### src/rtl/instruction_fetch_stage.sv
// ============================================================================
// instruction_fetch_stage : MIPS IF stage - PC register, next-PC select, IF/ID
// Revision: 1.0
// ============================================================================
`default_nettype none

module instruction_fetch_stage #(
   parameter int                    DATA_WIDTH   = 32,
   parameter int                    MEMORY_DEPTH = 32,
   parameter logic [DATA_WIDTH-1:0] TEXT_BASE    = 32'h00400000,
   parameter logic [DATA_WIDTH-1:0] NOP_WORD     = 32'h00000000
) (
   input  logic                  clk,
   input  logic                  reset,
   input  logic                  Stall,
   input  logic                  Flush,
   input  logic                  Redirect,
   input  logic [DATA_WIDTH-1:0] RedirectPC,
   input  logic [DATA_WIDTH-1:0] Instruction_i,
   output logic [DATA_WIDTH-1:0] PC_o,
   output logic [DATA_WIDTH-1:0] IFID_Instr,
   output logic [DATA_WIDTH-1:0] IFID_PCPlus4,
   output logic                  IFID_Valid,
   output logic                  AlignFault,
   output logic                  RangeFault
);

   localparam logic [DATA_WIDTH:0] c_WINDOW = (DATA_WIDTH+1)'(4 * MEMORY_DEPTH);
   localparam logic [DATA_WIDTH:0] c_BASE   = {1'b0, TEXT_BASE};

   logic [DATA_WIDTH-1:0] r_pc;
   logic [DATA_WIDTH-1:0] r_ifid_instr;
   logic [DATA_WIDTH-1:0] r_ifid_pc4;
   logic                  r_ifid_valid;
   logic                  r_align_fault;
   logic                  r_range_fault;

   logic [DATA_WIDTH-1:0] w_pc_plus4;
   logic [DATA_WIDTH-1:0] w_redirect_tgt;
   logic [DATA_WIDTH:0]   w_pc_ext;
   logic [DATA_WIDTH:0]   w_offset;
   logic                  w_in_range;
   logic                  w_squash;

   // Range check is one bit wider so TEXT_BASE + window never overflows.
   assign w_pc_ext       = {1'b0, r_pc};
   assign w_offset       = w_pc_ext - c_BASE;
   assign w_in_range     = (w_pc_ext >= c_BASE) && (w_offset < c_WINDOW);
   assign w_pc_plus4     = r_pc + DATA_WIDTH'(4);
   assign w_redirect_tgt = {RedirectPC[DATA_WIDTH-1:2], 2'b00};
   assign w_squash       = Flush | Redirect;

   always_ff @(posedge clk) begin
      if (!reset) begin
         r_pc          <= TEXT_BASE;
         r_ifid_instr  <= NOP_WORD;
         r_ifid_pc4    <= '0;
         r_ifid_valid  <= 1'b0;
         r_align_fault <= 1'b0;
         r_range_fault <= 1'b0;
      end else begin
         if (Redirect)
            r_pc <= w_redirect_tgt;
         else if (!Stall)
            r_pc <= w_pc_plus4;

         if (w_squash) begin
            r_ifid_instr <= NOP_WORD;
            r_ifid_pc4   <= '0;
            r_ifid_valid <= 1'b0;
         end else if (!Stall) begin
            r_ifid_instr <= w_in_range ? Instruction_i : NOP_WORD;
            r_ifid_pc4   <= w_pc_plus4;
            r_ifid_valid <= w_in_range;
         end

         if (Redirect && (RedirectPC[1:0] != 2'b00))
            r_align_fault <= 1'b1;
         if (!w_in_range && !Stall && !w_squash)
            r_range_fault <= 1'b1;
      end
   end

   assign PC_o         = r_pc;
   assign IFID_Instr   = r_ifid_instr;
   assign IFID_PCPlus4 = r_ifid_pc4;
   assign IFID_Valid   = r_ifid_valid;
   assign AlignFault   = r_align_fault;
   assign RangeFault   = r_range_fault;

endmodule

`default_nettype wire

### config.mk
export PLATFORM = sky130hd
export DESIGN_NAME = instruction_fetch_stage
export DESIGN_NICKNAME = d
export VERILOG_FILES = /design/src/rtl/instruction_fetch_stage.sv
export SDC_FILE = /design/constraint.sdc
export NUM_CORES = 1
export LEC_CHECK = 0
export BUFFER_PORTS_ARGS = -buffer_cell sky130_fd_sc_hd__buf_4
export CAP_MARGIN = 20
export CELL_PAD_IN_SITES_DETAIL_PLACEMENT = 1
export CELL_PAD_IN_SITES_GLOBAL_PLACEMENT = 2
export CORE_MARGIN = 3
export CORE_UTILIZATION = 28
export DETAILED_ROUTE_END_ITERATION = 7
export GPL_TIMING_DRIVEN = 0
export PLACE_DENSITY = 0.79
export SETUP_SLACK_MARGIN = 0.05
export SYNTH_ARGS = -nofsm -noshare
export SYNTH_HDL_FRONTEND = slang
export SYNTH_SLANG_ARGS = --single-unit
### constraint.sdc
create_clock -name clk -period 2.35 [get_ports clk]
set_input_delay 0.1175 -clock clk [delete_from_list [all_inputs] [get_ports clk]]
set_output_delay 0.1175 -clock clk [all_outputs]
set_load 0.01 [all_outputs]
==> reports/summary.txt, run 1 <==
Final Max Slew Viols: 0
Worst Tran Pin Value: 0.674 ns
Vias in the first global route: 4,663
Synth Area per Inst: 8.89 um^2
YS warnings: 0
Number of cells after detailed placement: 881
Crit path required time: 2.64 ns
Min Tclk post-route: 2.14 ns
Area leader, netlist: dfxtp_1
DR vias/cell: 4.78
Post-synth cell types: 50
Critical path cell sequence: inv_1 -> ha_1 -> nor3b_2 -> mux2i_1 -> o211ai_1 -> nor4_4 -> buf_4 -> buf_6 -> a22o_1
Hold WC Path Type: primary input to register
CP peak stage delay: 0.38 ns
R2R Path End: IFID_Instr[5]$_SDFFE_PP0N_
Via count: 4,447
Drt drc: 0
Busiest grt layer: met2
Fmax: 467 MHz
Crit Path Category: register to register
Post-synth EDFFs: 0
Worst path arrival time: 2.43 ns
CTS tree: yes
Max Cap Viol: 0
Die width: 133 um
Share of synthesized registers carrying an async set or reset: 0%
CTS Buf Count: 9
Final Net Count: 788
Port bufs: 161
Unrepaired setup endpoints after global routing: no
Reg2Reg Depth: 9
Outcome: finished, final reports clean
Worst path slowest cell: dfxtp_1
Synthesized flop and latch total: 95
Most common cell in the netlist: dfxtp_1
Hold Path End: PC_o[20]$_SDFFE_PN0P_
Static Leak: 0.00278 uW
# rows: 45
Met1 usage: 23.4%
CP startpoint: PC_o[23]$_SDFFE_PN0P_
Final hold violations: 0
Overflow after GRT: 0
Core Area: 15,500 um^2
Pre-antenna DRT Iters: 4
DP Worst Slack: -0.0576 ns
Final Skew: 0.0118 ns
Worst Setup Slack, final: 0.211 ns
Final period util: 91.0%
Finished Layout Cells: 931
Clock Latency Late Sink: 0.36 ns
Routed Antenna Nets: 0
Initial antenna violation count: 0
Synth top cells by count: dfxtp_1 (95), o21ai_0 (51), a21oi_1 (46)
Hold path start: RedirectPC[20]
Synthesized cell area: 4500 um^2
HPWL after detailed placement: 12,300 um
H-tree levels: 3
CP endpoint kind: register
Startpoint of the worst register-to-register path: PC_o[23]$_SDFFE_PN0P_
Met3 Track Usage GR: 3.99%
CP max FO: 10
Initial Utilization: 29.1%
Clk sinks: 95
Maximum VDD drop: 0.000375 V
Die area: 17,600 um^2
First DRT Iteration DRCs: 214
First-pass GRT wire length: 26,100 um
Overall Global Routing Usage: 18.4%
Main synth FF type: dfxtp_1
CTS root buf: clkbuf_16
Top post-synthesis cells by area: dfxtp_1 (42%), xnor2_1 (7.2%), a22o_1 (6.2%), o21ai_0 (5.7%), a21oi_1 (5.1%)
Hold path cells: 3
Sequential fraction of the synthesis area: 42.3%
Max clock buf depth: 2
Worst reg-to-reg setup slack: 0.21 ns
RePlAce Congestion: 0.899
Worst-path clk slew: 0.07 ns
Crit path launch type: register
Area fraction of the dominant cell type after synthesis: 42.3%
I/O Pins: 168
Met2 usage: 31.4%
Area Growth Syn to Fin: 47.9%
Slew headroom: 54.7%
Wire length per cell: 17.7 um
Diode count: 0
Die Ht: 133 um
WL final: 16,500 um
Layout cells sized above 1: 31.1%
Mapped Cells: 506
Largest net degree at the start of global routing: 18
Final setup fails: 0
Fill cell count: 1,813
Power Dens Cells: 581 nW/um^2
## worst max-delay path, delay by kind of cell, from the launching register on
family	cells	cell delay (ns)
AND/OR/NAND/NOR	2	0.36
buffers and inverters	3	0.55
multiplexers	1	0.20
adder cells (fa/ha/maj)	1	0.22
AO/OA/AOI/OAI	2	0.35
flip-flops	1	0.38
## layout by cell type (no fill, tap or decap), types with 5 or more instances in the layout
| cell | n |
|---|---|
| inv_1 | 6 |
| a21oi_1 | 46 |
| nand3_1 | 15 |
| nor4_1 | 7 |
| xor2_1 | 19 |
| clkbuf_16 | 9 |
| nand2_1 | 25 |
| a22o_1 | 32 |
| xnor2_1 | 37 |
| mux2i_1 | 5 |
| dfxtp_1 | 95 |
| buf_4 | 174 |
| nor3_1 | 21 |
| o21ai_0 | 51 |
| dlygate4sd3_1 | 32 |
| nand4_1 | 12 |
| and2_1 | 6 |
| nor2_1 | 37 |
| buf_6 | 5 |
| and3_1 | 5 |
| buf_2 | 13 |
| clkbuf_1 | 17 |
## stage by stage
stage / hold WS [ns] / util, % / area [um^2] / total power (uW) / TNS, ns
finish: 0.0279 / 43.0 / 6660 / 3870 / 0
global route: 0.0491 / 43.0 / 6660 / 4030 / 0
CTS: 0.0185 / 42.9 / 6650 / 3920 / 0
detailed placement: 0.333 / 38.7 / 5980 / 2240 / -1.41
global placement: 0.331 / 38.7 / 5980 / 2230 / 0
floorplan: 0.243 / - / 4510 / 1990 / 0
## state kept, by name, summed over array words and instances, names as in the netlist
name	count
AlignFault	1
IFID_Valid	1
IFID_Instr	32
IFID_PCPlus4	30
RangeFault	1
PC_o	30
## cells by family after synthesis
family	synth area share (%)
adder cells (fa/ha/maj)	1.11
AO/OA/AOI/OAI	18.8
other	0.0833
AND/OR/NAND/NOR	18.8
multiplexers	1.11
flip-flops	42.3
XOR/XNOR	10.9
buffers and inverters	6.89
## metal layers
layer  vias up  share of wire, %
li1       2199                 -
met1      2083                46
met2       147                48
met3        18               5.2
met4         0               1.2
met5         -                 0
## power by group
group | switching [uW] | internal [uW] | total, uW
logic | 263 | 274 | 538
registers | 55.8 | 1660 | 1710
clock network | 670 | 946 | 1620
total | 989 | 2880 | 3870
## how the worst max path moves through the flow
stage	end	slack, ns	cells after the start
after floorplan	IFID_Instr[21]$_SDFFE_PP0N_	0.28	9
after CTS	IFID_Instr[6]$_SDFFE_PP0N_	0.18	9
after global placement	IFID_Instr[21]$_SDFFE_PP0N_	0.02	8
after global routing	IFID_Instr[9]$_SDFFE_PP0N_	0.06	9
after detailed placement	IFID_Instr[6]$_SDFFE_PP0N_	-0.06	9
final	IFID_Instr[5]$_SDFFE_PP0N_	0.21	9
## cell type report
cell class | instances | area (um^2) | area share (%)
inverters | 7 | 26.3 | 0.395
flip-flops and latches | 95 | 1900 | 28.6
clock buffers | 9 | 225 | 3.38
plain buffers | 50 | 287 | 4.30
clock inverters | 7 | 104 | 1.56
multi-input cells | 357 | 2300 | 34.6
repair buffers | 195 | 1540 | 23.2
well taps | 211 | 264 | 3.97
## timing repair
item | 4_1_cts | 5_1_grt
endpoints found under the hold margin | 32 | 0
hold buffers | 32 | 0
endpoints found under the setup margin | 32 | 30
resized for setup | 0 | 3
setup buffers | 2 | 0
pin swaps | 1 | 0
(Power assumes the default switching activity.)
==> run 2, diff against run 1 <==
--- a/config.mk
+++ b/config.mk
@@ -7,10 +7,8 @@
 export LEC_CHECK = 0
 export BUFFER_PORTS_ARGS = -buffer_cell sky130_fd_sc_hd__buf_4
 export CAP_MARGIN = 20
-export CELL_PAD_IN_SITES_DETAIL_PLACEMENT = 1
-export CELL_PAD_IN_SITES_GLOBAL_PLACEMENT = 2
 export CORE_MARGIN = 3
-export CORE_UTILIZATION = 28
+export CORE_UTILIZATION = 49
 export DETAILED_ROUTE_END_ITERATION = 7
 export GPL_TIMING_DRIVEN = 0
 export PLACE_DENSITY = 0.79
==> run 2 against run 1 <==
- hold slack lost 0.013 ns
- critical path depth up 1
- critical endpoint is now IFID_Instr[10]$_SDFFE_PP0N_
- total power down 9.8%
- core utilization up 30 points
- sequential share of layout area up 1.0 points
- global-route usage rose by 8.5 points
- via count rose by 0.88%
- non-clock buffer count did not move
- largest cell class unchanged
- register-to-register slack lost 0.09 ns
- highest routed layer unchanged
- sequential power is essentially flat
- setup slack got worse by 0.092 ns
==> reports/summary.txt, run 2 (synthesized netlist as in run 1, its figures left out) <==
Outcome: finished, final reports clean
Commonest non-fill, non-tap cell in the layout: buf_4
Final setup fails: 0
Overflow after GRT: 0
Via count: 4,486
Flop pwr share: 49.0%
Worst reg-to-reg setup slack: 0.12 ns
CTS tree: yes
Wire length per cell: 17.3 um
Hold WC Path Type: primary input to register
Pre-antenna DRT Iters: 5
Busiest grt layer: met2
Clock Latency Late Sink: 0.37 ns
Clock share of power: 35.8%
Comb pwr share: 15.1%
Port bufs: 161
Power Dens Cells: 543 nW/um^2
I/O Pins: 168
Initial antenna violation count: 0
# rows: 34
Drt drc: 0
Final hold violations: 0
Final Max Slew Viols: 0
Die Ht: 102 um
Routed Antenna Nets: 0
DR vias/cell: 5.42
Fmax: 448 MHz
Core Area: 8810 um^2
Met1 usage: 33.1%
CTS root buf: clkbuf_8
Final Net Count: 788
Clk sinks: 95
Switching Power: 940 uW
Worst path arrival time: 2.54 ns
Slew headroom: 47.1%
Overall Global Routing Usage: 26.8%
Commonest cells after routing, fill and taps aside: buf_4 (172), dfxtp_1 (95), o21ai_0 (51)
Max Cap Viol: 0
CTS Buf Count: 9
Largest net degree at the start of global routing: 18
Vias in the first global route: 4,445
Total power draw: 3490 uW
WL final: 14,300 um
Min Tclk post-route: 2.23 ns
RePlAce Congestion: 0.892
Final period util: 94.9%
Met2 usage: 48.3%
CP max FO: 10
Crit path launch type: register
Max reg flops: 32
First-pass GRT wire length: 22,100 um
Crit path required time: 2.66 ns
Area Growth Syn to Fin: 42.8%
Diode count: 0
Die width: 102 um
Worst-path clk slew: 0.10 ns
Static Leak: 0.00273 uW
First DRT Iteration DRCs: 219
Max clock buf depth: 2
Die area: 10,400 um^2
Initial Utilization: 51.1%
H-tree levels: 3
Crit Path Category: register to register
Sw frac: 26.9%
HPWL after detailed placement: 10,000 um
Met3 Track Usage GR: 4.91%
Maximum VDD drop: 0.000325 V
Layout cells sized above 1: 31.1%
P_int: 2550 uW
Setup TNS: 0 ns
CP endpoint kind: register
Worst Tran Pin Value: 0.788 ns
Unrepaired setup endpoints after global routing: no
Final Skew: 0.0154 ns
Fill cell count: 662
==> run 2: metal layers <==
layer | vias to the layer above | part of all wire [%] | wire, um
met5 | - | 0 | 0
met4 | 0 | 1.8 | 254
met3 | 24 | 8.0 | 1150
met2 | 200 | 48 | 6940
met1 | 2079 | 42 | 5990
li1 | 2183 | - | -
==> run 2: worst max-delay path, stage by stage (launching register included) <==
cell and delay [ns]:
dfxtp_1 0.39, clkbuf_4 0.21, inv_1 0.05, ha_1 0.21, nor3b_2 0.16, mux2i_1 0.17, o211ai_1 0.17, nor4_4 0.29
buf_4 0.20, buf_6 0.15, a22o_1 0.17
==> run 2: cell type report <==
type	count	area, um^2	area share, %
plain buffers	50	287	4.46
clock buffers	9	124	1.93
clock inverters	7	104	1.62
inverters	7	26.3	0.409
multi-input cells	357	2300	35.9
flip-flops and latches	95	1900	29.6
well taps	108	135	2.10
repair buffers	195	1550	24.1
==> run 2: repair_timing <==
action                     4_1_cts  5_1_grt
gates cloned                     0        0
gates resized for setup          0        3
hold endpoints to repair        33        0
setup buffers                    1        0
hold buffers                    33        0
setup endpoints to repair       30       30
pin swaps                        1        0
==> run 2: final timing paths <==
kind / start / end / depth (start not counted)
worst min register to register: IFID_PCPlus4[9]$_SDFFE_PP0N_ / IFID_PCPlus4[9]$_SDFFE_PP0N_ / 2
worst max-delay path: PC_o[22]$_SDFFE_PN1P_ / IFID_Instr[10]$_SDFFE_PP0N_ / 10
worst max register to register: PC_o[22]$_SDFFE_PN1P_ / IFID_Instr[10]$_SDFFE_PP0N_ / 10
worst min-delay path: RedirectPC[20] / PC_o[20]$_SDFFE_PN0P_ / 3
==> run 2: stage by stage <==
step / setup slack (ns) / cells / cell area, um^2 / utilization (%) / hold slack (ns)
finish: 0.119 / 828 / 6430 / 73.0 / 0.0153
global route: 0.0466 / 828 / 6430 / 73.0 / 0.0418
CTS: 0.0744 / 828 / 6420 / 72.9 / 0.0136
detailed placement: 0.0298 / 778 / 5860 / 66.5 / 0.331
global placement: 0.0349 / 778 / 5860 / 66.5 / 0.327
floorplan: 0.283 / 509 / 4510 / - / 0.243
==> run 2: power groups by stage <==
stage | Clock, uW | Sequential [uW] | Combinational (uW)
floorplan | 0 | 1760 | 234
global route | 1320 | 1720 | 574
detailed placement | 0 | 1740 | 475
CTS | 1260 | 1710 | 523
global placement | 0 | 1740 | 470
finish | 1250 | 1710 | 528
